===== src/rtl/adder_pkg.sv =====
// Types shared by the pipelined adder and its stage sub-module.
package adder_pkg;

  typedef enum logic {
    ADD_WRAP = 1'b0,
    ADD_SAT  = 1'b1
  } add_mode_e;

endpackage


===== src/rtl/adder_stage.sv =====
// One CHUNK-wide slice of the carry chain plus the stage register that holds the beat.
// Operands and partial result travel whole so each stage only fills in its own chunk.
module adder_stage
  import adder_pkg::*;
#(
  parameter int BITS  = 8,
  parameter int CHUNK = 4,
  parameter int IDX   = 0
) (
  input  logic            clock,
  input  logic            reset_n,
  input  logic            i_en,
  input  logic            i_valid,
  input  logic [BITS-1:0] i_a,
  input  logic [BITS-1:0] i_b,
  input  logic [BITS-1:0] i_sum,
  input  logic            i_carry,
  input  add_mode_e       i_mode,
  output logic            o_valid,
  output logic [BITS-1:0] o_a,
  output logic [BITS-1:0] o_b,
  output logic [BITS-1:0] o_sum,
  output logic            o_carry,
  output add_mode_e       o_mode
);

  localparam int LSB = IDX * CHUNK;

  logic [CHUNK:0]  w_chunk;
  logic [BITS-1:0] w_sum;

  logic            r_valid;
  logic [BITS-1:0] r_a;
  logic [BITS-1:0] r_b;
  logic [BITS-1:0] r_sum;
  logic            r_carry;
  add_mode_e       r_mode;

  assign w_chunk = {1'b0, i_a[LSB +: CHUNK]} + {1'b0, i_b[LSB +: CHUNK]} + {{CHUNK{1'b0}}, i_carry};

  always_comb begin
    w_sum = i_sum;
    w_sum[LSB +: CHUNK] = w_chunk[CHUNK-1:0];
  end

  // Data only loads with a valid beat, so bubbles leave the last result visible downstream.
  always_ff @(posedge clock) begin
    if (!reset_n) begin
      r_valid <= 1'b0;
      r_a     <= '0;
      r_b     <= '0;
      r_sum   <= '0;
      r_carry <= 1'b0;
      r_mode  <= ADD_WRAP;
    end else if (i_en) begin
      r_valid <= i_valid;
      if (i_valid) begin
        r_a     <= i_a;
        r_b     <= i_b;
        r_sum   <= w_sum;
        r_carry <= w_chunk[CHUNK];
        r_mode  <= i_mode;
      end
    end
  end

  assign o_valid = r_valid;
  assign o_a     = r_a;
  assign o_b     = r_b;
  assign o_sum   = r_sum;
  assign o_carry = r_carry;
  assign o_mode  = r_mode;

endmodule


===== src/rtl/pipelined_adder.sv =====
// Pipelined unsigned adder: STAGES chunked carry stages under one global stall,
// with per-beat wrap/saturate selection applied at the output.
module pipelined_adder
  import adder_pkg::*;
#(
  parameter int BITS   = 8,
  parameter int STAGES = 2
) (
  input  logic            clock,
  input  logic            reset_n,
  input  logic            in_valid,
  output logic            in_ready,
  input  logic [BITS-1:0] A,
  input  logic [BITS-1:0] B,
  input  logic            cin,
  input  add_mode_e       mode,
  output logic            out_valid,
  input  logic            out_ready,
  output logic [BITS-1:0] sum,
  output logic            carry
);

  localparam int NSTG  = (STAGES < 1) ? 1 : STAGES;
  localparam int CHUNK = BITS / NSTG;

  if ((STAGES < 1) || ((BITS % NSTG) != 0)) begin : g_param_check
    $error("pipelined_adder: BITS (%0d) must be a multiple of STAGES (%0d), STAGES >= 1", BITS, STAGES);
  end

  logic            w_advance;
  logic            w_valid [0:NSTG];
  logic [BITS-1:0] w_a     [0:NSTG];
  logic [BITS-1:0] w_b     [0:NSTG];
  logic [BITS-1:0] w_sum   [0:NSTG];
  logic            w_carry [0:NSTG];
  add_mode_e       w_mode  [0:NSTG];
  logic            w_unused_ops;

  assign w_valid[0] = in_valid;
  assign w_a[0]     = A;
  assign w_b[0]     = B;
  assign w_sum[0]   = '0;
  assign w_carry[0] = cin;
  assign w_mode[0]  = mode;

  for (genvar gi = 0; gi < NSTG; gi++) begin : g_stage
    adder_stage #(
      .BITS (BITS),
      .CHUNK(CHUNK),
      .IDX  (gi)
    ) u_stage (
      .clock  (clock),
      .reset_n(reset_n),
      .i_en   (w_advance),
      .i_valid(w_valid[gi]),
      .i_a    (w_a[gi]),
      .i_b    (w_b[gi]),
      .i_sum  (w_sum[gi]),
      .i_carry(w_carry[gi]),
      .i_mode (w_mode[gi]),
      .o_valid(w_valid[gi+1]),
      .o_a    (w_a[gi+1]),
      .o_b    (w_b[gi+1]),
      .o_sum  (w_sum[gi+1]),
      .o_carry(w_carry[gi+1]),
      .o_mode (w_mode[gi+1])
    );
  end

  // Operands are fully consumed once the last chunk has been added.
  assign w_unused_ops = ^{w_a[NSTG], w_b[NSTG]};

  assign w_advance = !w_valid[NSTG] || out_ready;
  assign in_ready  = w_advance;
  assign out_valid = w_valid[NSTG];
  assign carry     = w_carry[NSTG];
  assign sum       = ((w_mode[NSTG] == ADD_SAT) && w_carry[NSTG]) ? {BITS{1'b1}} : w_sum[NSTG];

endmodule


===== config.mk =====
export PLATFORM = sky130hd
export DESIGN_NAME = pipelined_adder
export DESIGN_NICKNAME = d
export VERILOG_FILES = /design/src/rtl/adder_pkg.sv /design/src/rtl/adder_stage.sv /design/src/rtl/pipelined_adder.sv
export SDC_FILE = /design/constraint.sdc
export NUM_CORES = 1
export LEC_CHECK = 0
export CORE_ASPECT_RATIO = 1.75
export CORE_MARGIN = 1
export CORE_UTILIZATION = 37
export CTS_BUF_LIST = sky130_fd_sc_hd__clkbuf_8
export DETAILED_ROUTE_END_ITERATION = 12
export MAX_ROUTING_LAYER = met4
export PLACE_DENSITY = 0.62
export SYNTH_ARGS = -nofsm -noshare
export SYNTH_HDL_FRONTEND = slang
export SYNTH_SLANG_ARGS = --single-unit
export TNS_END_PERCENT = 20

===== constraint.sdc =====
create_clock -name clock -period 3.35 [get_ports clock]
set_input_delay 0.67 -clock clock [delete_from_list [all_inputs] [get_ports clock]]
set_output_delay 0.67 -clock clock [all_outputs]
set_load 0.005 [all_outputs]

-- After elaboration in Yosys (flattened, before gate mapping)
Index checks and enable logic that the tools add are counted.
- reductions and logical operators: 5
- muxes and demuxes: 1
- $add $sub $neg: 4
- operators with widths (kind ; number):
    $add 4x4->5 ; 2
    $add 5x1->5 ; 2
    $mux 8 ; 1
    $reduce_and 2->1 ; 2
    $logic_and 1x1->1 ; 1
    $logic_not 1->1 ; 1
    $logic_or 1x1->1 ; 1
- bits in registers: 34
- input port bits: 22
- word-level logic and storage cells: 20
- output and inout bits: 11

-- Logic depth before layout (Yosys ltp)
Gate-level depths: netlist (run 1).
- word-level depth: 3
- depth in mapped cells: 6
- gate-level depth less buffers: 6

-- By module
A second synthesis (run 1) with hierarchy kept.
- cells, all modules: 274
- area total of the unflattened synthesis: 2252.2 um2
- by module, submodules not included (module ; sequential area each (um2) ; cells each ; times used ; area each (um2)):
    adder_stage at g_stage[0].u_stage ; 540.5 ; 131 ; 1 ; 1083.5
    adder_stage at g_stage[1].u_stage ; 540.5 ; 131 ; 1 ; 1079.8
    pipelined_adder ; 0.0 ; 12 ; 1 ; 88.8

-- Least setup slack after synthesis (run 1)
Ideal clock, no wire load.
- kind: in2reg
- start: input port A[0]
- end: register g_stage[0].u_stage.r_carry
- stages: 5
- setup time: 0.127 ns
- slack: 1.134 ns
- path buffers: 0
- required time: 3.223 ns
- arrival time: 2.089 ns
- cells stage by stage: fa_1 -> fa_1 -> a21o_1 -> a2111oi_2 -> nor3_1
- cells in the longest elaborated chain, start to end: 2
- RTL lines (item ; RTL line ; source):
    from (decl) ; pipelined_adder.sv:13 ; input logic [BITS-1:0] A,
    $add 4x4->5 ; adder_stage.sv:39 ; assign w_chunk = {1'b0, i_a[LSB +: CHUNK]} + {1'b0, i_b[LSB +: CHUNK]} + {{CHUNK{1'b0}}, i_carry};
    $add 5x1->5 ; adder_stage.sv:39 ;
    to (signal assigned) ; adder_stage.sv:61 ; r_carry <= w_chunk[CHUNK];
    to (decl) ; adder_stage.sv:36 ; logic r_carry;
No other way between the ends.
A chain may end at the register's enable or synchronous reset.

-- Worst setup path after layout (run 1)
- start: input port out_ready
- end: output port in_ready
- cells in the longest elaborated chain, start to end: 1
- RTL lines (item ; RTL line ; source):
    from (decl) ; pipelined_adder.sv:18 ; input logic out_ready,
    $logic_or 1x1->1 ; pipelined_adder.sv:73 ; assign w_advance = !w_valid[NSTG] || out_ready;
    to (decl) ; pipelined_adder.sv:12 ; output logic in_ready,
No other way between the ends.

==> results of run 1 <==
==> critical path, stage by stage <==
cell             delay (ns)
clkdlybuf4s50_1        0.44
nor2b_4                0.21
clkinv_8               0.15
clkdlybuf4s50_1        0.47
==> cell usage in the layout (no fill, tap or decap), types with 2 or more instances in the layout <==
master	Yosys	routed
nor3_1	4	4
nand2b_1	10	10
inv_1	5	5
clkdlybuf4s50_1	0	32
ha_1	6	6
dfxtp_1	26	26
nand2_1	6	6
o21ai_1	2	2
a2111oi_2	3	3
clkbuf_8	0	4
fa_1	4	4
a311oi_1	2	2
a21oi_1	26	26
xnor2_1	2	2
o21ai_0	17	17
and2_1	3	3
nand3_1	20	20
==> registers in the layout, indices dropped and copies added (netlist names) <==
register and flops:
g_stage.u_stage.o_b 4, g_stage.u_stage.o_a 4, g_stage.u_stage.o_valid 2, g_stage.u_stage.o_sum 12, g_stage.u_stage.o_mode 2, g_stage.u_stage.o_carry 2
==> through the flow <==
stage | utilization | worst slack, ns | instance area, um2 | instances
finish | 0.483 | 0.733 | 1750 | 228
global route | 0.483 | 0.705 | 1750 | 228
CTS | 0.483 | 0.722 | 1750 | 228
detailed placement | 0.468 | 0.524 | 1700 | 224
global placement | 0.468 | 0.620 | 1700 | 224
floorplan | - | 1.13 | 1400 | 157
==> layer usage <==
layer,global-route usage,up-vias
met1,0.193,587
li1,-,603
met4,0.0642,0
met3,0.0110,2
met5,-,-
met2,0.324,32
==> power breakdown <==
| group | switching [W] | internal, W |
|---|---|---|
| Clock | 0.0000950 | 0.000105 |
| Combinational | 0.0000622 | 0.0000706 |
| Sequential | 0.0000126 | 0.000328 |
==> worst max-delay path by stage <==
stage          startpoint                                      end  slack [ns]  cells after the start
4_1_cts         out_ready                                 in_ready        0.72                      4
6_report        out_ready                                 in_ready        0.73                      4
5_1_grt         out_ready                                 in_ready        0.71                      4
2_1_floorplan        A[0]  g_stage[0].u_stage.o_carry$_SDFFE_PN0P_        1.13                      5
3_3_place_gp         A[0]  g_stage[0].u_stage.o_carry$_SDFFE_PN0P_        0.62                      6
3_5_place_dp         A[0]  g_stage[0].u_stage.o_carry$_SDFFE_PN0P_        0.52                      6
==> logic make-up after synthesis <==
logic type                 Yosys count
adders and majority gates           10
and+or+nand+nor                     45
xor gates and xnor gates             2
DFF                                 26
AOI/OAI and AO/OA                   55
buffers and inverters               19
==> final cells by class <==
type / instances / area, um2
fillers: 382 / 1880
multi-input cells: 112 / 752
flip-flops and latches: 26 / 520
repair buffers: 33 / 328
well taps: 46 / 57.6
clock buffers: 4 / 55.1
inverters: 7 / 38.8
==> summary.md, run 1 <==
| Metric | Value |
|---|---|
| Postcts setup bufs | `0` |
| CTS Sinks | `26` |
| Global Route Usage Sum | `0.175` |
| Adder and majority gate portion of the synthesized area | `0.111` |
| Worst Min Path Start | `g_stage[1].u_stage.o_sum[3]$_SDFFE_PN0P_` |
| First-pass GRT wire length | `5510 um` |
| IO Count | `33` |
| Reg2reg start | `g_stage[0].u_stage.o_carry$_SDFFE_PN0P_` |
| Skew final | `0.00439 ns` |
| Core footprint | `0.00363 mm2` |
| Drt drc | `0` |
| Fmax | `382 MHz` |
| Post-Syn Area | `0.00140 mm2` |
| Crit end category | `output pin` |
| Number of H-tree levels | `1` |
| Ys async rst share | `0` |
| EDFF count, synth | `0` |
| Worst Path Max Fanout | `28` |
| Hold_buf cts | `0` |
| Minimum clock period after layout | `2.62 ns` |
| CTS tree | `yes` |
| Seq cells post-synth | `26` |
| Final setup fails | `0` |
| Lkg Pwr | `0.656 nW` |
| Area growth syn-to-layout | `25.6%` |
| Final period util | `0.781` |
| Vias in the first global route | `1265` |
| Most frequent cells after synthesis | `a21oi_1 (26), dfxtp_1 (26), nand3_1 (20)` |
| Mux contribution to synthesized area | `0` |
| Top FF cell, synth | `dfxtp_1` |
| Count of input and output buffers | `32` |
| XOR/XNOR Fraction of Synth Area | `0.0126` |
| CP startpoint kind | `input pin` |
| TritonRoute pass-1 iters | `4` |
| Num CTS Buffers | `3` |
| Yosys top cell by area | `dfxtp_1` |
| Max-Cap Viols | `0` |
| RR Endpoint | `g_stage[1].u_stage.o_sum[5]$_SDFFE_PN0P_` |
| Rel. slew slack | `0.503` |
| Clk buf depth | `2` |
| WP data required | `2.68 ns` |
| Largest net degree at the start of global routing | `29` |
| Met3 WL | `57 um` |
| Die width | `48.4 um` |
| Power, Total | `0.000673 W` |
| Global route total overflow | `0` |
| Pwr Density | `slightly below 400 mW/mm2` |
| Layout cells sized above 1 | `0.0714` |
| Vias | `1224` |
| Uppermost layer routed | `met4` |
| Iter 0 DRT Violations | `23` |
| Fin Setup TNS | `0 ns` |
| Routed wire length per instance | `13.9 um` |
| HP Class | `flop to flop` |
| Antenna diodes | `0` |
| Hold depth | `2` |
| Initial Util | `0.384` |
| Die area | `0.00403 mm2` |
| Post-Synth Simple-Gate Area | `0.175` |
| Post-CTS Resized | `0` |
| Synth Area in Compound Gates | `0.240` |
| DR WL met2 | `1770 um` |
| Final Hold Viols | `0` |
| Drt total wl | `~3200 um` |
| Via density | `5.37` |
| Nets | `215` |
| Detail Route Antenna Nets | `0` |
| RSZ-0062 raised after global routing | `no` |
| Worst Hold Path EP | `g_stage[1].u_stage.o_sum[3]$_SDFFE_PN0P_` |
| Dpl hpwl | `2400 um` |
| Worst-case reg-to-reg path depth | `4` |
| Cells after synthesis | `157` |
| Largest family of logic cells by synthesized area | `compound AO/OA/AOI/OAI gates` |
| Synth unique cells | `29` |
| Max Slew Vio Count | `0` |
| Mean Syn Cell Area | `between 8 and 9 um2` |
| Worst VDD drop | `0.235 mV` |
| Seq/Total Area, Yosys | `0.373` |
| R2r setup slk | `roughly 1.7 ns` |
| Status | `complete, no violations` |
| Final Hold Slack | `about 0.47 ns` |
| Height of the chip | `approximately 83 um` |
| Synth top area share | `0.373` |
| Latest clock arrival within the worst-skew pair | `0.26 ns` |
| GPL Wtd Cong | `0.816` |
| Critical Path AT | `1.95 ns` |
| Mapped Nets | `189` |
| Worst Tran Pin Value | `0.745 ns` |
| WL met1 | `1310 um` |
| Area contributors post-synth | `dfxtp_1 (37%), a21oi_1 (9.3%), nand3_1 (7.2%)` |
| YS warnings | `0` |
| Number of antenna violations at the first check in global routing | `0` |
| Row cnt | `29` |
| CTS root buffer | `clkbuf_8` |
| Clock transition at the registers of the reported paths | `0.09 ns` |
| Worst Setup Path Type | `input pin to output pin` |
Note: power is estimated with default switching activity, not from simulation.
==> inputs of run 2 (changes only) <==
--- a/config.mk
+++ b/config.mk
@@ -11,7 +11,7 @@
 export CTS_BUF_LIST = sky130_fd_sc_hd__clkbuf_8
 export DETAILED_ROUTE_END_ITERATION = 12
 export MAX_ROUTING_LAYER = met4
-export PLACE_DENSITY = 0.62
+export PLACE_DENSITY = 0.65
 export SYNTH_ARGS = -nofsm -noshare
 export SYNTH_HDL_FRONTEND = slang
 export SYNTH_SLANG_ARGS = --single-unit
==> constraint.sdc (replaced) <==
create_clock -name clock -period 2.1 [get_ports clock]
set_input_delay 0.42 -clock clock [delete_from_list [all_inputs] [get_ports clock]]
set_output_delay 0.42 -clock clock [all_outputs]
set_load 0.005 [all_outputs]
==> summary.md, run 2 (synthesis results as in run 1) <==
| Metric | Value |
|---|---|
| Via density | `5.34 (-0.44%)` |
| Vias in the first global route | `1199 (-5.2%)` |
| Commonest non-fill, non-tap cell in the layout | `clkdlybuf4s50_1` |
| Minimum clock period after layout | `2.01 ns` |
| RSZ-0062 raised after global routing | `no` |
| Layout cells sized above 1 | `0.102 (+0.0307)` |
| Critical Path AT | `1.59 ns (-0.36 ns)` |
| Clk pwr share | `0.293 (-0.004)` |
| Initial Util | `0.384 (unchanged)` |
| Final period util | `0.957` |
| Global Route Usage Sum | `0.170 (-0.00519)` |
| Comb power frac | `0.207 (+0.010)` |
| Drt drc | `0 (unchanged)` |
| Placed Area | `0.00173 mm2 (+1.8%)` |
| WP data required | `1.68 ns (-1.00 ns)` |
| Count of input and output buffers | `32 (unchanged)` |
| CP startpoint kind | `input pin` |
| Vias | `1240 (+1.3%)` |
| GPL Wtd Cong | `0.847 (+3.8%)` |
| Detail Route Antenna Nets | `0 (unchanged)` |
| Crit-path most repeated cell | `clkdlybuf4s50_1` |
| Critical Path Max Stage Delay | `0.44 ns (-0.03 ns)` |
| Sw power | `0.000270 W (+59%)` |
| Largest net degree at the start of global routing | `28 (-3.4%)` |
| Routed wire length per instance | `13.4 um (-3.7%)` |
| Crit-path cells | `clkdlybuf4s50_1 > nor2b_4 > clkinv_8 > clkdlybuf4s50_1` |
| Global route total overflow | `0 (unchanged)` |
| Height of the chip | `83.2 um (unchanged)` |
| Setup WS post-layout | `0.0909 ns (-0.642 ns)` |
| HP Class | `flop to flop` |
| Die area | `0.00403 mm2 (unchanged)` |
| Latest clock arrival within the worst-skew pair | `0.27 ns (about the same)` |
| Clock transition at the registers of the reported paths | `0.08 ns (about the same)` |
| Fmax | `approximately 500 MHz` |
| Dpl hpwl | `2390 um (-0.53%)` |
| Max-Cap Viols | `0 (unchanged)` |
| Int Power | `0.000810 W (+61%)` |
| Worst VDD drop | `0.320 mV (+36%)` |
| CTS tree | `yes` |
| Largest register FFs | `12 (unchanged)` |
| Max Slew Vio Count | `0 (unchanged)` |
| Drt total wl | `3110 um (-2.0%)` |
| Row cnt | `29 (unchanged)` |
| Crit-path slowest cell | `clkdlybuf4s50_1` |
| Worst Setup Path Type | `input pin to output pin` |
| Final setup fails | `0 (unchanged)` |
| Status | `complete, no violations` |
| Die width | `48.4 um (unchanged)` |
| Pwr Density | `598 mW/mm2 (+56%)` |
| Nets | `219 (+1.9%)` |
| Postcts setup bufs | `0 (unchanged)` |
| Core footprint | `0.00363 mm2 (unchanged)` |
| CTS Sinks | `26 (unchanged)` |
| Commonest non-fill, non-tap cells in the layout | `clkdlybuf4s50_1 (29), a21oi_1 (26), dfxtp_1 (26)` |
| CTS root buffer | `clkbuf_8` |
| TritonRoute pass-1 iters | `4 (unchanged)` |
| Worst Path Max Fanout | `2 (-93%)` |
| Crit path buffers/inverters | `3 (unchanged)` |
| Skew final | `0.00630 ns (+0.00191 ns)` |
| Core Util, Final | `0.498 (+0.0152)` |
| Num CTS Buffers | `3 (unchanged)` |
| Final Instance Area | `0.00181 mm2 (+3.1%)` |
| Number of H-tree levels | `1 (unchanged)` |
| Final Hold Viols | `0 (unchanged)` |
| Area growth syn-to-layout | `29.5%` |
| Share of power burned in registers | `0.500 (-0.006)` |
| First-pass GRT wire length | `5320 um (-3.4%)` |
| IO Count | `33 (unchanged)` |
| Worst Tran Pin Value | `0.728 ns (-0.0177 ns)` |
| Number of antenna violations at the first check in global routing | `0 (unchanged)` |
| Iter 0 DRT Violations | `33 (+43%)` |
| Sw Ratio | `0.250 (-0.00187)` |
| DP Worst Slack | `-0.400 ns (-0.924 ns)` |
| Antenna diodes | `0 (unchanged)` |
| Final Hold Slack | `0.473 ns (+0.00154 ns)` |
| Lkg Pwr | `0.702 nW (+7.0%)` |
| Clk buf depth | `2 (unchanged)` |
| Rel. slew slack | `0.514 (+0.0118)` |
| Crit end category | `output pin` |
| Critical path's top delay family | `buffers and inverters` |
==> run 2: changes by cell type in the layout (fill, tap and decap cells not counted), sizes merged <==
| cell | previous run | this run |
|---|---|---|
| buf | 1 | 5 |
| clkdlybuf4s50 | 32 | 29 |
| dlymetal6s2s | 0 | 3 |
==> run 2: cell type report <==
cell class | instances | area (um2)
Clock buffer | 4 | 55.1
Fill cell | 362 | 1820
Inverter | 7 | 38.8
Multi-Input combinational cell | 112 | 769
Sequential cell | 26 | 520
Tap cell | 46 | 57.6
Timing Repair Buffer | 37 | 365
==> run 2: repair_timing <==
action,4_1_cts,5_1_grt
setup endpoints to repair,1,1
pin swaps,2,5
resized for setup,2,4
hold buffers,0,0
endpoints found under the hold margin,0,0
==> run 2: worst paths after layout <==
check | end | start | slack (ns) | cells after the start
setup / recovery | in_ready | out_ready | 0.09 | 4
hold reg to reg | g_stage[1].u_stage.o_sum[1]$_SDFFE_PN0P_ | g_stage[1].u_stage.o_sum[1]$_SDFFE_PN0P_ | 0.47 | 2
hold / removal | g_stage[1].u_stage.o_sum[1]$_SDFFE_PN0P_ | g_stage[1].u_stage.o_sum[1]$_SDFFE_PN0P_ | 0.47 | 2
setup reg to reg | g_stage[1].u_stage.o_sum[5]$_SDFFE_PN0P_ | g_stage[0].u_stage.o_carry$_SDFFE_PN0P_ | 0.45 | 4
==> run 2: power by group through the flow <==
stage	registers [W]	clock network [W]	logic, W
6_report	0.000540	0.000316	0.000224
5_1_grt	0.000544	0.000340	0.000249
4_1_cts	0.000540	0.000324	0.000222
3_5_place_dp	0.000552	0	0.000220
3_3_place_gp	0.000551	0	0.000214
2_1_floorplan	0.000547	0	0.000130
==> run 2: layer usage <==
metal | vias up | wire (um) | global-route usage
li1 | 610 | - | -
met1 | 590 | 1200 | 0.172
met2 | 34 | 1740 | 0.319
met3 | 6 | 86 | 0.00549
met4 | 0 | 78 | 0.0963
met5 | - | 0 | -
==> run 2: worst min-delay path: cells and delay by family, from the launching register on <==
kind,cells,cell delay [ns]
flops,1,0.31
compound gates,2,0.12
==> run 2: metrics by stage <==
stage | instances | total power [W] | setup TNS, ns
final | 232 | 0.00108 | 0
after global placement | 228 | 0.000764 | -0.557
after detailed placement | 228 | 0.000772 | -0.647
after CTS | 232 | 0.00109 | 0
after global routing | 232 | 0.00113 | 0
after floorplan | 157 | 0.000678 | 0
